===== src/rtl/reset_sequencer_pkg.sv =====
// Shared types and sizing helpers for the reset sequencer.
//   rst_seq_state_e : global sequencing FSM states
//   cnt_width       : bits needed for a down-counter loaded with max_val
//   max2            : larger of two integers
//   idx_width       : bits needed to index n channels (at least 1)
package reset_sequencer_pkg;

    typedef enum logic [1:0] {
        HOLD    = 2'd0,
        STRETCH = 2'd1,
        RELEASE = 2'd2,
        RUN     = 2'd3
    } rst_seq_state_e;

    function automatic int cnt_width(input int max_val);
        return ($clog2(max_val + 1) < 1) ? 1 : $clog2(max_val + 1);
    endfunction

    function automatic int max2(input int a, input int b);
        return (a > b) ? a : b;
    endfunction

    function automatic int idx_width(input int n);
        return (n > 1) ? $clog2(n) : 1;
    endfunction

endpackage


===== src/rtl/reset_sequencer_if.sv =====
// Reset sequencer channel bundle.
//   sw_rst_req_i  : per-channel soft-reset request (requester -> sequencer)
//   rst_n_o       : sequenced active-low resets, bit 0 released first
//   rst_done_o    : global sequence complete
//   sw_rst_busy_o : per-channel soft reset in progress
// master = requester/consumer side, slave = reset_sequencer.
interface reset_sequencer_if #(
    parameter int NUM_RST = 4
) ();
    logic [NUM_RST-1:0] sw_rst_req_i;
    logic [NUM_RST-1:0] rst_n_o;
    logic               rst_done_o;
    logic [NUM_RST-1:0] sw_rst_busy_o;

    modport master (
        output sw_rst_req_i,
        input  rst_n_o,
        input  rst_done_o,
        input  sw_rst_busy_o
    );

    modport slave (
        input  sw_rst_req_i,
        output rst_n_o,
        output rst_done_o,
        output sw_rst_busy_o
    );
endinterface


===== src/rtl/rst_seq_chan.sv =====
// One sequenced reset channel: holds its reset flop, soft-reset busy flop
// and soft-reset down-counter.
//   clk, rst_n_i  : clock and asynchronous active-low reset
//   release_stb   : one-cycle strobe from the global sequencer releasing this channel
//   run_en        : global sequence finished, soft resets allowed
//   sw_req        : soft-reset request, synchronous to clk
//   chan_rst_n    : registered active-low reset output
//   chan_busy     : registered soft-reset busy flag
module rst_seq_chan
    import reset_sequencer_pkg::*;
#(
    parameter int SRST_CYCLES = 8
) (
    input  logic clk,
    input  logic rst_n_i,
    input  logic release_stb,
    input  logic run_en,
    input  logic sw_req,
    output logic chan_rst_n,
    output logic chan_busy
);

    localparam int CNT_W = cnt_width(SRST_CYCLES);
    localparam logic [CNT_W-1:0] SRST_LOAD = CNT_W'(SRST_CYCLES);
    localparam logic [CNT_W-1:0] CNT_ONE   = CNT_W'(1);

    logic             rst_n_r;
    logic             busy_r;
    logic [CNT_W-1:0] cnt_r;

    // Channel reset, busy flag and soft-reset counter.
    always_ff @(posedge clk or negedge rst_n_i) begin
        if (!rst_n_i) begin
            rst_n_r <= 1'b0;
            busy_r  <= 1'b0;
            cnt_r   <= '0;
        end else if (run_en && sw_req) begin
            // A request while busy simply reloads, stretching the low time.
            rst_n_r <= 1'b0;
            busy_r  <= 1'b1;
            cnt_r   <= SRST_LOAD;
        end else if (busy_r) begin
            // Treat 0 like 1 so a corrupted counter can never wrap.
            if (cnt_r <= CNT_ONE) begin
                rst_n_r <= 1'b1;
                busy_r  <= 1'b0;
                cnt_r   <= '0;
            end else begin
                cnt_r <= cnt_r - CNT_ONE;
            end
        end else if (release_stb) begin
            rst_n_r <= 1'b1;
        end else begin
            rst_n_r <= rst_n_r;
        end
    end

    assign chan_rst_n = rst_n_r;
    assign chan_busy  = busy_r;

endmodule


===== src/rtl/reset_sequencer.sv =====
// Multi-domain reset sequencer. Synchronises rst_n_i deassertion, stretches
// the reset, then releases NUM_RST channels in order with a fixed gap. Once
// the sequence completes each channel may be soft-reset independently.
//   clk     : destination clock
//   rst_n_i : asynchronous active-low reset (deassertion synchronised here)
//   bus     : slave side of reset_sequencer_if (requests in, resets/status out)
// All outputs are flop outputs.
module reset_sequencer
    import reset_sequencer_pkg::*;
#(
    parameter int SYNC_STAGES    = 3,
    parameter int NUM_RST        = 4,
    parameter int STRETCH_CYCLES = 16,
    parameter int RELEASE_GAP    = 8,
    parameter int SRST_CYCLES    = 8
) (
    input  logic             clk,
    input  logic             rst_n_i,
    reset_sequencer_if.slave bus
);

    localparam int SEQ_CNT_W = cnt_width(max2(STRETCH_CYCLES, RELEASE_GAP));
    localparam int IDX_W     = idx_width(NUM_RST);

    localparam logic [SEQ_CNT_W-1:0] STRETCH_LOAD = SEQ_CNT_W'(STRETCH_CYCLES);
    localparam logic [SEQ_CNT_W-1:0] GAP_LOAD     = SEQ_CNT_W'(RELEASE_GAP);
    localparam logic [SEQ_CNT_W-1:0] CNT_ONE      = SEQ_CNT_W'(1);
    localparam logic [IDX_W-1:0]     IDX_ONE      = IDX_W'(1);
    localparam logic [IDX_W-1:0]     LAST_IDX     = IDX_W'(NUM_RST - 1);
    localparam logic [NUM_RST-1:0]   CHAN_ONE     = NUM_RST'(1);

    (* ASYNC_REG = "TRUE" *) logic [SYNC_STAGES-1:0] sync_r;

    rst_seq_state_e       state_r;
    rst_seq_state_e       state_s;
    logic [SEQ_CNT_W-1:0] cnt_r;
    logic [SEQ_CNT_W-1:0] cnt_s;
    logic [IDX_W-1:0]     idx_r;
    logic [IDX_W-1:0]     idx_s;
    logic                 done_r;
    logic                 fire_s;
    logic                 sync_setting_s;
    logic [NUM_RST-1:0]   release_s;
    logic                 run_en_s;
    logic [NUM_RST-1:0]   chan_rst_n_s;
    logic [NUM_RST-1:0]   chan_busy_s;

    // Deassertion synchroniser; the last stage is rst_n_sync.
    always_ff @(posedge clk or negedge rst_n_i) begin
        if (!rst_n_i) begin
            sync_r <= '0;
        end else begin
            sync_r <= {sync_r[SYNC_STAGES-2:0], 1'b1};
        end
    end

    // The stage feeding rst_n_sync: HOLD is left on the very edge that sets
    // rst_n_sync, so the stretch is counted from that edge.
    assign sync_setting_s = sync_r[SYNC_STAGES-2];

    // The active stretch/gap interval ends on this edge.
    assign fire_s = ((state_r == STRETCH) || (state_r == RELEASE)) && (cnt_r == CNT_ONE);

    // FSM state, stretch/gap counter and channel index.
    always_ff @(posedge clk or negedge rst_n_i) begin
        if (!rst_n_i) begin
            state_r <= HOLD;
            cnt_r   <= '0;
            idx_r   <= '0;
        end else begin
            state_r <= state_s;
            cnt_r   <= cnt_s;
            idx_r   <= idx_s;
        end
    end

    // Next-state logic.
    always_comb begin
        state_s = state_r;
        cnt_s   = cnt_r;
        idx_s   = idx_r;
        case (state_r)
            HOLD: begin
                if (sync_setting_s) begin
                    state_s = STRETCH;
                    cnt_s   = STRETCH_LOAD;
                end else begin
                    state_s = HOLD;
                end
            end
            STRETCH: begin
                if (fire_s) begin
                    cnt_s = GAP_LOAD;
                    if (NUM_RST == 1) begin
                        state_s = RUN;
                    end else begin
                        state_s = RELEASE;
                        idx_s   = IDX_ONE;
                    end
                end else begin
                    cnt_s = (cnt_r != '0) ? (cnt_r - CNT_ONE) : '0;
                end
            end
            RELEASE: begin
                if (fire_s) begin
                    cnt_s = GAP_LOAD;
                    if (idx_r == LAST_IDX) begin
                        state_s = RUN;
                    end else begin
                        idx_s = idx_r + IDX_ONE;
                    end
                end else begin
                    cnt_s = (cnt_r != '0) ? (cnt_r - CNT_ONE) : '0;
                end
            end
            RUN: begin
                state_s = RUN;
            end
            default: begin
                state_s = HOLD;
                cnt_s   = '0;
                idx_s   = '0;
            end
        endcase
    end

    // Release strobe for the indexed channel and soft-reset enable.
    always_comb begin
        release_s = '0;
        run_en_s  = 1'b0;
        if (fire_s) begin
            release_s = CHAN_ONE << idx_r;
        end else begin
            release_s = '0;
        end
        run_en_s = (state_r == RUN);
    end

    // Done rises one edge after the last channel is released.
    always_ff @(posedge clk or negedge rst_n_i) begin
        if (!rst_n_i) begin
            done_r <= 1'b0;
        end else begin
            done_r <= (state_r == RUN);
        end
    end

    for (genvar i = 0; i < NUM_RST; i++) begin : g_chan
        rst_seq_chan #(
            .SRST_CYCLES (SRST_CYCLES)
        ) u_chan (
            .clk         (clk),
            .rst_n_i     (rst_n_i),
            .release_stb (release_s[i]),
            .run_en      (run_en_s),
            .sw_req      (bus.sw_rst_req_i[i]),
            .chan_rst_n  (chan_rst_n_s[i]),
            .chan_busy   (chan_busy_s[i])
        );
    end

    assign bus.rst_n_o       = chan_rst_n_s;
    assign bus.sw_rst_busy_o = chan_busy_s;
    assign bus.rst_done_o    = done_r;

endmodule

===== src/flat_wrapper.sv =====
// flat-port wrapper written by rule: the top's interface ports become plain ports
module reset_sequencer_flat import reset_sequencer_pkg::*;
#(
    parameter int SYNC_STAGES    = 3,
    parameter int NUM_RST        = 4,
    parameter int STRETCH_CYCLES = 16,
    parameter int RELEASE_GAP    = 8,
    parameter int SRST_CYCLES    = 8
)
  (clk, rst_n_i, bus_sw_rst_req_i, bus_rst_n_o, bus_rst_done_o, bus_sw_rst_busy_o);
  reset_sequencer_if #(.NUM_RST(NUM_RST)) bus_i ();
  input  logic clk;
  input  logic rst_n_i;
  input wire logic [$bits(bus_i.sw_rst_req_i)-1:0] bus_sw_rst_req_i;
  output wire logic [$bits(bus_i.rst_n_o)-1:0] bus_rst_n_o;
  output wire logic [$bits(bus_i.rst_done_o)-1:0] bus_rst_done_o;
  output wire logic [$bits(bus_i.sw_rst_busy_o)-1:0] bus_sw_rst_busy_o;
  assign bus_i.sw_rst_req_i = bus_sw_rst_req_i;
  assign bus_rst_n_o = bus_i.rst_n_o;
  assign bus_rst_done_o = bus_i.rst_done_o;
  assign bus_sw_rst_busy_o = bus_i.sw_rst_busy_o;
  reset_sequencer #(.SYNC_STAGES(SYNC_STAGES), .NUM_RST(NUM_RST), .STRETCH_CYCLES(STRETCH_CYCLES), .RELEASE_GAP(RELEASE_GAP), .SRST_CYCLES(SRST_CYCLES)) u_core (.clk(clk), .rst_n_i(rst_n_i), .bus(bus_i));
endmodule

===== config.mk =====
export PLATFORM = sky130hd
export DESIGN_NAME = reset_sequencer_flat
export DESIGN_NICKNAME = d
export VERILOG_FILES = /design/src/rtl/reset_sequencer_pkg.sv /design/src/rtl/reset_sequencer_if.sv /design/src/rtl/rst_seq_chan.sv /design/src/rtl/reset_sequencer.sv /design/src/flat_wrapper.sv
export SDC_FILE = /design/constraint.sdc
export NUM_CORES = 1
export LEC_CHECK = 0
export ABC_CLOCK_PERIOD_IN_PS = 2400
export BUFFER_PORTS_ARGS = -buffer_cell sky130_fd_sc_hd__buf_2
export CAP_MARGIN = 20
export CORE_ASPECT_RATIO = 0.8
export CORE_UTILIZATION = 55
export DETAILED_ROUTE_END_ITERATION = 10
export PLACE_DENSITY = 0.74
export SLEW_MARGIN = 20
export SYNTH_ARGS = -nofsm -noshare
export SYNTH_HDL_FRONTEND = slang
export SYNTH_HIERARCHICAL = 1
export SYNTH_SLANG_ARGS = --single-unit

===== constraint.sdc =====
create_clock -name clk -period 2.4 [get_ports clk]
set_clock_uncertainty 0.05 [all_clocks]
set_input_delay 0.72 -clock clk [delete_from_list [all_inputs] [get_ports clk]]
set_output_delay 0.72 -clock clk [all_outputs]
set_load 0.01 [all_outputs]

**After elaboration in Yosys (flattened, before gate mapping)**

Cells that the tools add are included.

- Input bits: 6
- Output and inout bits: 9
- Word-level logic and storage cells: 122
- Bits in registers: 36

- Add/subtract/negate cells: 6
- $lt $le $gt $ge: 4
- Shifts and indexed selects: 1
- Equal/unequal tests: 14
- Multiplexer cells: 54
- Reductions and logical operators: 26

Operator list:

| cell | number |
|---|---|
| $mux W4 | 13 |
| $mux W1 | 29 |
| $le A4 B1 Y1 const B | 4 |
| $sub A4 B1 Y4 const B | 4 |
| $mux W5 | 3 |
| $mux W2 | 6 |
| $ne A3 B1 Y1 const B | 4 |
| $reduce_bool A2 Y1 | 6 |
| $reduce_bool A3 Y1 | 4 |
| $pmux W5 S2 | 1 |
| $reduce_and A2 Y1 | 5 |
| $pmux W2 S4 | 1 |
| $eq A2 B2 Y1 const B | 3 |
| $ne A2 B1 Y1 const B | 3 |
| $eq A5 B1 Y1 const B | 1 |
| $logic_and A1 B1 Y1 | 5 |
| $reduce_bool A5 Y1 | 1 |
| $sub A5 B1 Y5 const B | 1 |
| $ne A2 B2 Y1 const B | 2 |
| $pmux W2 S2 | 1 |
| $reduce_and A4 Y1 | 1 |
| $shl A1 B2 Y4 const A | 1 |
| $reduce_and A3 Y1 | 1 |
| $add A2 B1 Y2 const B | 1 |
| 4 further kinds | 4 |

**Longest topological paths before layout**

Gate-level depths: netlist of the first run.

- Word-level depth: 7
- Depth in mapped cells: 9
- Depth with buffers taken out: 8

**Hierarchy**

Netlist of the first run, hierarchy kept.

By module, submodules not included:

| module | cells an instance | sequential area each (µm²) | area an instance (µm²) | instances |
|---|---|---|---|---|
| rst_seq_chan | 30 | 150.1 | 311.5 | 4 |
| reset_sequencer | 81 | 300.3 | 795.8 | 1 |

**Worst setup path before layout of the first run**

OpenSTA, ideal clock, no wires.

- Kind: register -> register
- Start: register u_core.state_r[0]
- End: register u_core.state_r[0]
- Cell stages (with the launch flop): 8
- Data required time: 2.225 ns
- Clock period less this slack: 1.802 ns
- Path buffers: 1
- Setup slack: 0.598 ns
- Library setup time: 0.125 ns
- Arrival time: 1.627 ns
- Cells stage by stage: dfrtp_1 inv_1 ha_1 clkbuf_1 nand2_1 nor2_4 a22oi_2 mux2_4

- Longest elaborated chain between the ends: 5
- Elaborated cells on any way between the ends: 11
- Those cells by class: 6 x eq/ne; 1 x mux; 4 x reduce/logical

RTL lines:

| what | line | source |
|---|---|---|
| start: declaration | reset_sequencer.sv:34 | `rst_seq_state_e state_r;` |
| start signal: assignment | reset_sequencer.sv:71 | `state_r <= state_s;` |
| $eq A2 B1 Y1 / $eq A2 B2 Y1 (equally long branches) | reset_sequencer.sv:62, reset_sequencer.sv:82 |  |
| $logic_or A1 B1 Y1 | reset_sequencer.sv:62 | `assign fire_s = ((state_r == STRETCH) \|\| (state_r == RELEASE)) && (cnt_r == CNT_ONE);` |
| $logic_and A1 B1 Y1 | reset_sequencer.sv:62 |  |
| $ne A2 B1 Y1 (no line) | n/a |  |
| $reduce_and A3 Y1 (no line) | n/a |  |

Several ways; a longest one is shown, not always the timed one.
A chain may end at the register's enable or synchronous reset.

**Worst setup path after layout of the first run**

Ends and elaborated chain as after synthesis.

==> results of run 1 <==
-- synth_stat cells --
| cell | number | share of area, % |
|---|---|---|
| dfrtp_1 | 36 | 44 |
| or3b_2 | 1 | 0.43 |
| o21a_1 | 4 | 1.5 |
| conb_1 | 1 | 0.18 |
| nand3_1 | 8 | 2.0 |
| a211oi_1 | 1 | 0.37 |
| nand2_1 | 20 | 3.7 |
| o211ai_2 | 4 | 2.5 |
| a22oi_1 | 2 | 0.74 |
| a21oi_1 | 6 | 1.5 |
| and2_1 | 8 | 2.5 |
| a21o_1 | 1 | 0.37 |
| nor2_1 | 11 | 2.0 |
| nor2_4 | 1 | 0.55 |
| nor2b_1 | 3 | 0.92 |
| or4_4 | 4 | 2.2 |
| o2bb2ai_1 | 1 | 0.43 |
| mux2_2 | 1 | 0.55 |
| nand2b_1 | 1 | 0.31 |
| clkbuf_1 | 1 | 0.18 |
| inv_1 | 19 | 3.5 |
| mux2_4 | 1 | 0.74 |
| mux2i_1 | 2 | 0.98 |
| o21ai_1 | 2 | 0.49 |
| a22oi_2 | 1 | 0.61 |
| o31ai_2 | 4 | 2.5 |
| nand4b_1 | 4 | 1.7 |
| or3_4 | 1 | 0.55 |
| o41ai_1 | 6 | 2.6 |
| o31ai_1 | 9 | 3.3 |
| inv_2 | 4 | 0.74 |
| nor3_1 | 7 | 1.7 |
| o21ai_0 | 4 | 0.98 |
| ha_1 | 19 | 12 |
| a31oi_1 | 1 | 0.31 |
| o32ai_1 | 2 | 0.86 |
-- registers in the layout, indices dropped and copies added (netlist names) --
signal	count
u_core/state_r	2
u_core/g_chan.u_chan/cnt_r	16
u_core/g_chan.u_chan/chan_rst_n	4
u_core/sync_r	2
u_core/g_chan.u_chan/chan_busy	4
u_core/bus.rst_done_o	1
u_core/idx_r	2
u_core/cnt_r	5
-- cell families after synthesis --
logic type,after synthesis
other,1
buffers and inverters,24
AOI/OAI and AO/OA,48
DFF,36
adders and majority gates,19
muxes,4
and+or+nand+nor,69
-- area by class of cell --
class / instances / area share, %
repair buffers: 14 / 3.113
inverters: 23 / 3.835
flip-flops and latches: 36 / 40.02
well taps: 42 / 2.335
multi-input cells: 141 / 46.69
clock buffers: 8 / 4.002
-- power by group --
group | internal [uW] | leakage [uW] | total [uW] | switching, uW
combinational | 541 | 0.000539 | 1200 | 658
clock | 234 | 0.0000455 | 425 | 191
sequential | 821 | 0.000432 | 1100 | 279
-- how the worst min path moves through the flow --
stage                             endpoint  cells past startpoint        startpoint  slack (ps)
after floorplan           u_core/sync_r[1]                      0  u_core/sync_r[0]         280
after global placement    u_core/sync_r[1]                      0  u_core/sync_r[0]         280
after detailed placement  u_core/sync_r[1]                      0  u_core/sync_r[0]         290
after CTS                 u_core/sync_r[1]                      0  u_core/sync_r[0]         300
after global routing      u_core/sync_r[1]                      0  u_core/sync_r[0]         310
final                     u_core/sync_r[1]                      0  u_core/sync_r[0]         300
-- stage by stage --
step	power [uW]	hold WS [ps]	worst slack, ps	instances	cell area [um2]
after floorplan	1975	281.2	598.3	201	2042
after global placement	2207	282.9	587.5	256	2161
after detailed placement	2292	287.3	533.2	256	2161
after CTS	2730	301.8	505.3	264	2251
after global routing	2958	307.1	358.9	264	2251
final	2724	299.1	508.6	264	2251
-- per-layer routing --
layer  track usage, %  up-vias  part of all wire (%)
met5                0        -                     0
met4            8.571        0                   1.2
met3            5.206        7                   4.1
met2            37.36       41                    50
met1            26.00      755                    44
li1                 -      758                     -
-- worst reg2reg max path, stage by stage (launching register included) --
cell and delay, ps:
dfrtp_1 400, inv_1 80, ha_1 410, nand2_1 200, nor2_4 80, a22oi_2 240
mux2_4 320
==> impl_metrics.env, run 1 <==
export IMPL_hpwlAfterDp_um=2786
export IMPL_area_growth_pct=10.23
export IMPL_grt_overflow=0
export IMPL_clkSinkCount=36
export IMPL_cts_resized=0
export IMPL_clock_path_buffers=2
export IMPL_status="complete, no violations"
export IMPL_synth_xor_area_share_pct=0
export IMPL_r2r_end="u_core/state_r[0]"
export IMPL_min_path_type="flop to flop"
export IMPL_drt_iter0_markers=101
export IMPL_critPathMaxStageDelay_ps=410
export IMPL_rsz0062_at_grt="false"
export IMPL_synth_warnings=6
export IMPL_synth_top_family_by_area="compound AO/OA/AOI/OAI gates"
export IMPL_cts_setup_buffers=0
export IMPL_path_buf_inv=1
export IMPL_reg2reg_setup_slack_ps=510
export IMPL_ioPinCount=15
export IMPL_ant_nets=0
export IMPL_port_buffer_count=14
export IMPL_grt_max_degree=37
export IMPL_path_max_fanout=10
export IMPL_die_y_um=56.50
export IMPL_wl_per_cell_um=14.45
export IMPL_cts_buffers=5
export IMPL_n_antenna_cell=0
export IMPL_r2r_start="u_core/state_r[0]"
export IMPL_cts_hold_buffers=0
export IMPL_pwr_density_cell_nw_per_um2=1210
export IMPL_drc=0
export IMPL_endpoint="u_core/state_r[0]"
export IMPL_die_area_um2=3962
export IMPL_multi_input_area_um2=1051
export IMPL_relSlewSlack_pct=47.67
export IMPL_die_width_um=70.13
export IMPL_fmax_mhz=528.7
export IMPL_max_cap_violations=0
export IMPL_initial_core_util_pct=58.43
export IMPL_power_leakage_uw=0.001016
export IMPL_synth_cells=201
export IMPL_critPathKind="flop to flop"
export IMPL_final_cell_mix="dfrtp_1 (36), nand2_1 (20), inv_1 (19), ha_1 (19), buf_2 (14)"
export IMPL_ff2ff_path_depth=6
export IMPL_cts_max_level=2
export IMPL_required_ps=2510
export IMPL_globalRouteTotalUtil_pct=21.58
export IMPL_synthAdderAreaFrac_pct=11.64
export IMPL_synth_area_um2=2042
export IMPL_final_hold_viol_count=0
export IMPL_synth_compound_area_share_pct=18.87
export IMPL_worstPathArrival_ps=2010
export IMPL_slowest_stage="ha_1"
export IMPL_drv_slew=0
export IMPL_fill_cells=282
export IMPL_cp_num_cells=6
export IMPL_core_rowCount=19
export IMPL_worst_pin_slew_ps=785.0
export IMPL_drtPass1Iterations=4
export IMPL_synth_nets=226
export IMPL_crit_family="adder cells"
export IMPL_min_period_over_period_pct=78.81
export IMPL_worstPathCellList="inv_1, ha_1, nand2_1, nor2_4, a22oi_2, mux2_4"
export IMPL_clk_latency_ps=280
export IMPL_finish_utilization_pct=64.41
export IMPL_tritoncts="yes"
export IMPL_min_period_ps=1891
export IMPL_setup_tns_ps=0
export IMPL_setup_viol=0
export IMPL_fin_nets=246
export IMPL_antenna_found_initial=0
export IMPL_seq_area_frac_synth_pct=44.12
export IMPL_gp_congestion=0.9174
export IMPL_yosys_area_share_simple_pct=18.50
export IMPL_clkTransAtPathRegs_ps=60
export IMPL_endpoint_kind="flop"
export IMPL_mostFrequentLayoutCell="dfrtp_1"
export IMPL_wirelength_um=3816
export IMPL_ir_worst_vdd_v=0.0005815
export IMPL_synth_area_mux_share_pct=2.267
export IMPL_synth_seq_cells=36
export IMPL_vias=1561
export IMPL_drive_gt1_share_pct=18.92
export IMPL_grt_pass1_wl_um=6665
export IMPL_avgViaCountPerCell=5.913
export IMPL_synth_cell_type_count=36
export IMPL_start_kind="flop"
export IMPL_syn_avg_cell_area_um2=10.16
export IMPL_cp_startpoint="u_core/state_r[0]"
export IMPL_regArea_um2=900.9
export IMPL_cts_root_buf="clkbuf_8"
export IMPL_coreArea_um2=3495
export IMPL_grt_pass1_vias=1560
Note: power is estimated with default switching activity, not from simulation.
==> run 2: changes to the inputs <==
--- a/config.mk
+++ b/config.mk
@@ -5,7 +5,7 @@
 export SDC_FILE = /design/constraint.sdc
 export NUM_CORES = 1
 export LEC_CHECK = 0
-export ABC_CLOCK_PERIOD_IN_PS = 2400
+export ABC_CLOCK_PERIOD_IN_PS = 1900
 export BUFFER_PORTS_ARGS = -buffer_cell sky130_fd_sc_hd__buf_2
 export CAP_MARGIN = 20
 export CORE_ASPECT_RATIO = 0.8
==> constraint.sdc (replaced) <==
create_clock -name clk -period 1.9 [get_ports clk]
set_clock_uncertainty 0.05 [all_clocks]
set_input_delay 0.57 -clock clk [delete_from_list [all_inputs] [get_ports clk]]
set_output_delay 0.57 -clock clk [all_outputs]
set_load 0.01 [all_outputs]
==> impl_metrics.env, run 2 (same netlist as run 1, synthesis figures left out) <==
export IMPL_status="complete, no violations"
export IMPL_final_hold_viol_count=0
export IMPL_avgViaCountPerCell=5.977
export IMPL_busiest_layer="met2"
export IMPL_ant_nets=0
export IMPL_grt_met3_usage_pct=5.386
export IMPL_clkSinkCount=36
export IMPL_cts_setup_buffers=0
export IMPL_core_rowCount=19
export IMPL_pwr_density_cell_nw_per_um2=1524
export IMPL_drive_gt1_share_pct=20.54
export IMPL_cts_hold_buffers=0
export IMPL_mostFrequentLayoutCell="dfrtp_1"
export IMPL_die_y_um=56.50
export IMPL_cts_resized=0
export IMPL_min_period_over_period_pct=92.20
export IMPL_hpwlAfterDp_um=2783
export IMPL_fin_nets=249
export IMPL_n_antenna_cell=0
export IMPL_setup_viol=0
export IMPL_clk_latency_ps=280
export IMPL_grt_max_degree=37
export IMPL_dpl_worst_slack_ps=151.5
export IMPL_cts_buffers=5
export IMPL_antenna_found_initial=0
export IMPL_start_kind="flop"
export IMPL_wl_per_cell_um=13.91
export IMPL_ioPinCount=15
export IMPL_initial_core_util_pct=58.43
export IMPL_drtPass1Iterations=4
export IMPL_cts_root_buf="clkbuf_8"
export IMPL_path_max_fanout=6
export IMPL_gr_usage_met2_pct=34.48
export IMPL_fmax_mhz=570.8
export IMPL_min_period_ps=1752
export IMPL_power_leakage_uw=0.001036
export IMPL_area_growth_pct=11.64
export IMPL_ir_worst_vdd_v=0.0007453
export IMPL_fill_cells=275
export IMPL_die_width_um=70.13
export IMPL_rsz0062_at_grt="false"
export IMPL_p_total_uw=3475
export IMPL_tritoncts="yes"
export IMPL_globalRouteTotalUtil_pct=21.62
export IMPL_drt_iter0_markers=74
export IMPL_placed_cell_area_um2=2183
export IMPL_setup_ws_ps=148.2
export IMPL_worstPathArrival_ps=1870
export IMPL_clkTransAtPathRegs_ps=70
export IMPL_required_ps=2020
export IMPL_endpoint_kind="flop"
export IMPL_setup_tns_ps=0
export IMPL_fin_area_um2=2280
export IMPL_cts_max_level=2
export IMPL_die_area_um2=3962
export IMPL_use_met1_pct=27.61
export IMPL_grt_overflow=0
export IMPL_min_path_type="primary input to asynchronous set/reset pin"
export IMPL_wirelength_um=3701
export IMPL_drv_slew=0
export IMPL_critPathKind="flop to flop"
export IMPL_drc=0
export IMPL_coreArea_um2=3495
export IMPL_max_cap_violations=0
export IMPL_ff2ff_path_depth=6
export IMPL_largestRegisters="u_core/g_chan.u_chan/cnt_r: 16 flops, u_core/cnt_r: 5 flops"
export IMPL_grt_pass1_vias=1522
export IMPL_final_cell_mix="dfrtp_1 (36), nand2_1 (20), inv_1 (19), ha_1 (19), buf_2 (14)"
export IMPL_largest_reg_flops=16
export IMPL_clock_path_buffers=2
export IMPL_vias=1590
export IMPL_top_register="u_core/g_chan.u_chan/cnt_r"
export IMPL_grt_pass1_wl_um=6651
export IMPL_gp_congestion=0.9128
export IMPL_port_buffer_count=14
==> run 2: cell types whose count changed in the layout (fill, tap and decap cells not counted) <==
cell and delta:
clkbuf_1 -2, buf_4 +3, clkbuf_8 +1
==> run 2: path summary, 6_finish.rpt <==
path	start	end	slack [ps]
worst max-delay path	u_core/state_r[0]	u_core/state_r[0]	150
worst min-delay path	rst_n_i	u_core/g_chan[0].u_chan/cnt_r[0]	260
worst max register to register	u_core/state_r[0]	u_core/state_r[0]	150
worst min register to register	u_core/sync_r[0]	u_core/sync_r[1]	300
max in group asynchronous	rst_n_i	u_core/sync_r[0]	1220
min in group clk	u_core/sync_r[0]	u_core/sync_r[1]	300
==> run 2: layout make-up <==
class | instances | area, um2 | share of cell area (%)
tap | 42 | 52.55 | 2.305
clock buffer | 7 | 96.34 | 4.226
sequential | 36 | 900.9 | 39.52
inverter | 23 | 86.33 | 3.787
timing repair buffer | 17 | 92.59 | 4.061
multi-input combinational | 141 | 1051 | 46.10
==> run 2: worst max-delay path, stage by stage (launching register included) <==
cell and delay, ps:
dfrtp_1 400, inv_1 80, ha_1 310, nand2_1 160
nor2_4 70, a22oi_2 250, mux2_4 320
==> run 2: routing by layer <==
layer	vias up	part of all wire [%]
li1	770	-
met1	777	47
met2	36	48
met3	7	3.9
met4	0	1.7
met5	-	0
==> run 2: stage by stage <==
step	hold WS (ps)	cells	util [%]
after floorplan	224.4	201	-
after global placement	282.3	259	62.48
after detailed placement	286.5	259	62.48
after CTS	268.9	266	65.23
after global routing	289.4	266	65.23
final	257.5	266	65.23
==> run 2: power breakdown <==
part | total [uW] | internal, uW | switching [uW]
Combinational | 1520 | 698 | 826
Clock | 566 | 322 | 244
Sequential | 1380 | 1040 | 348
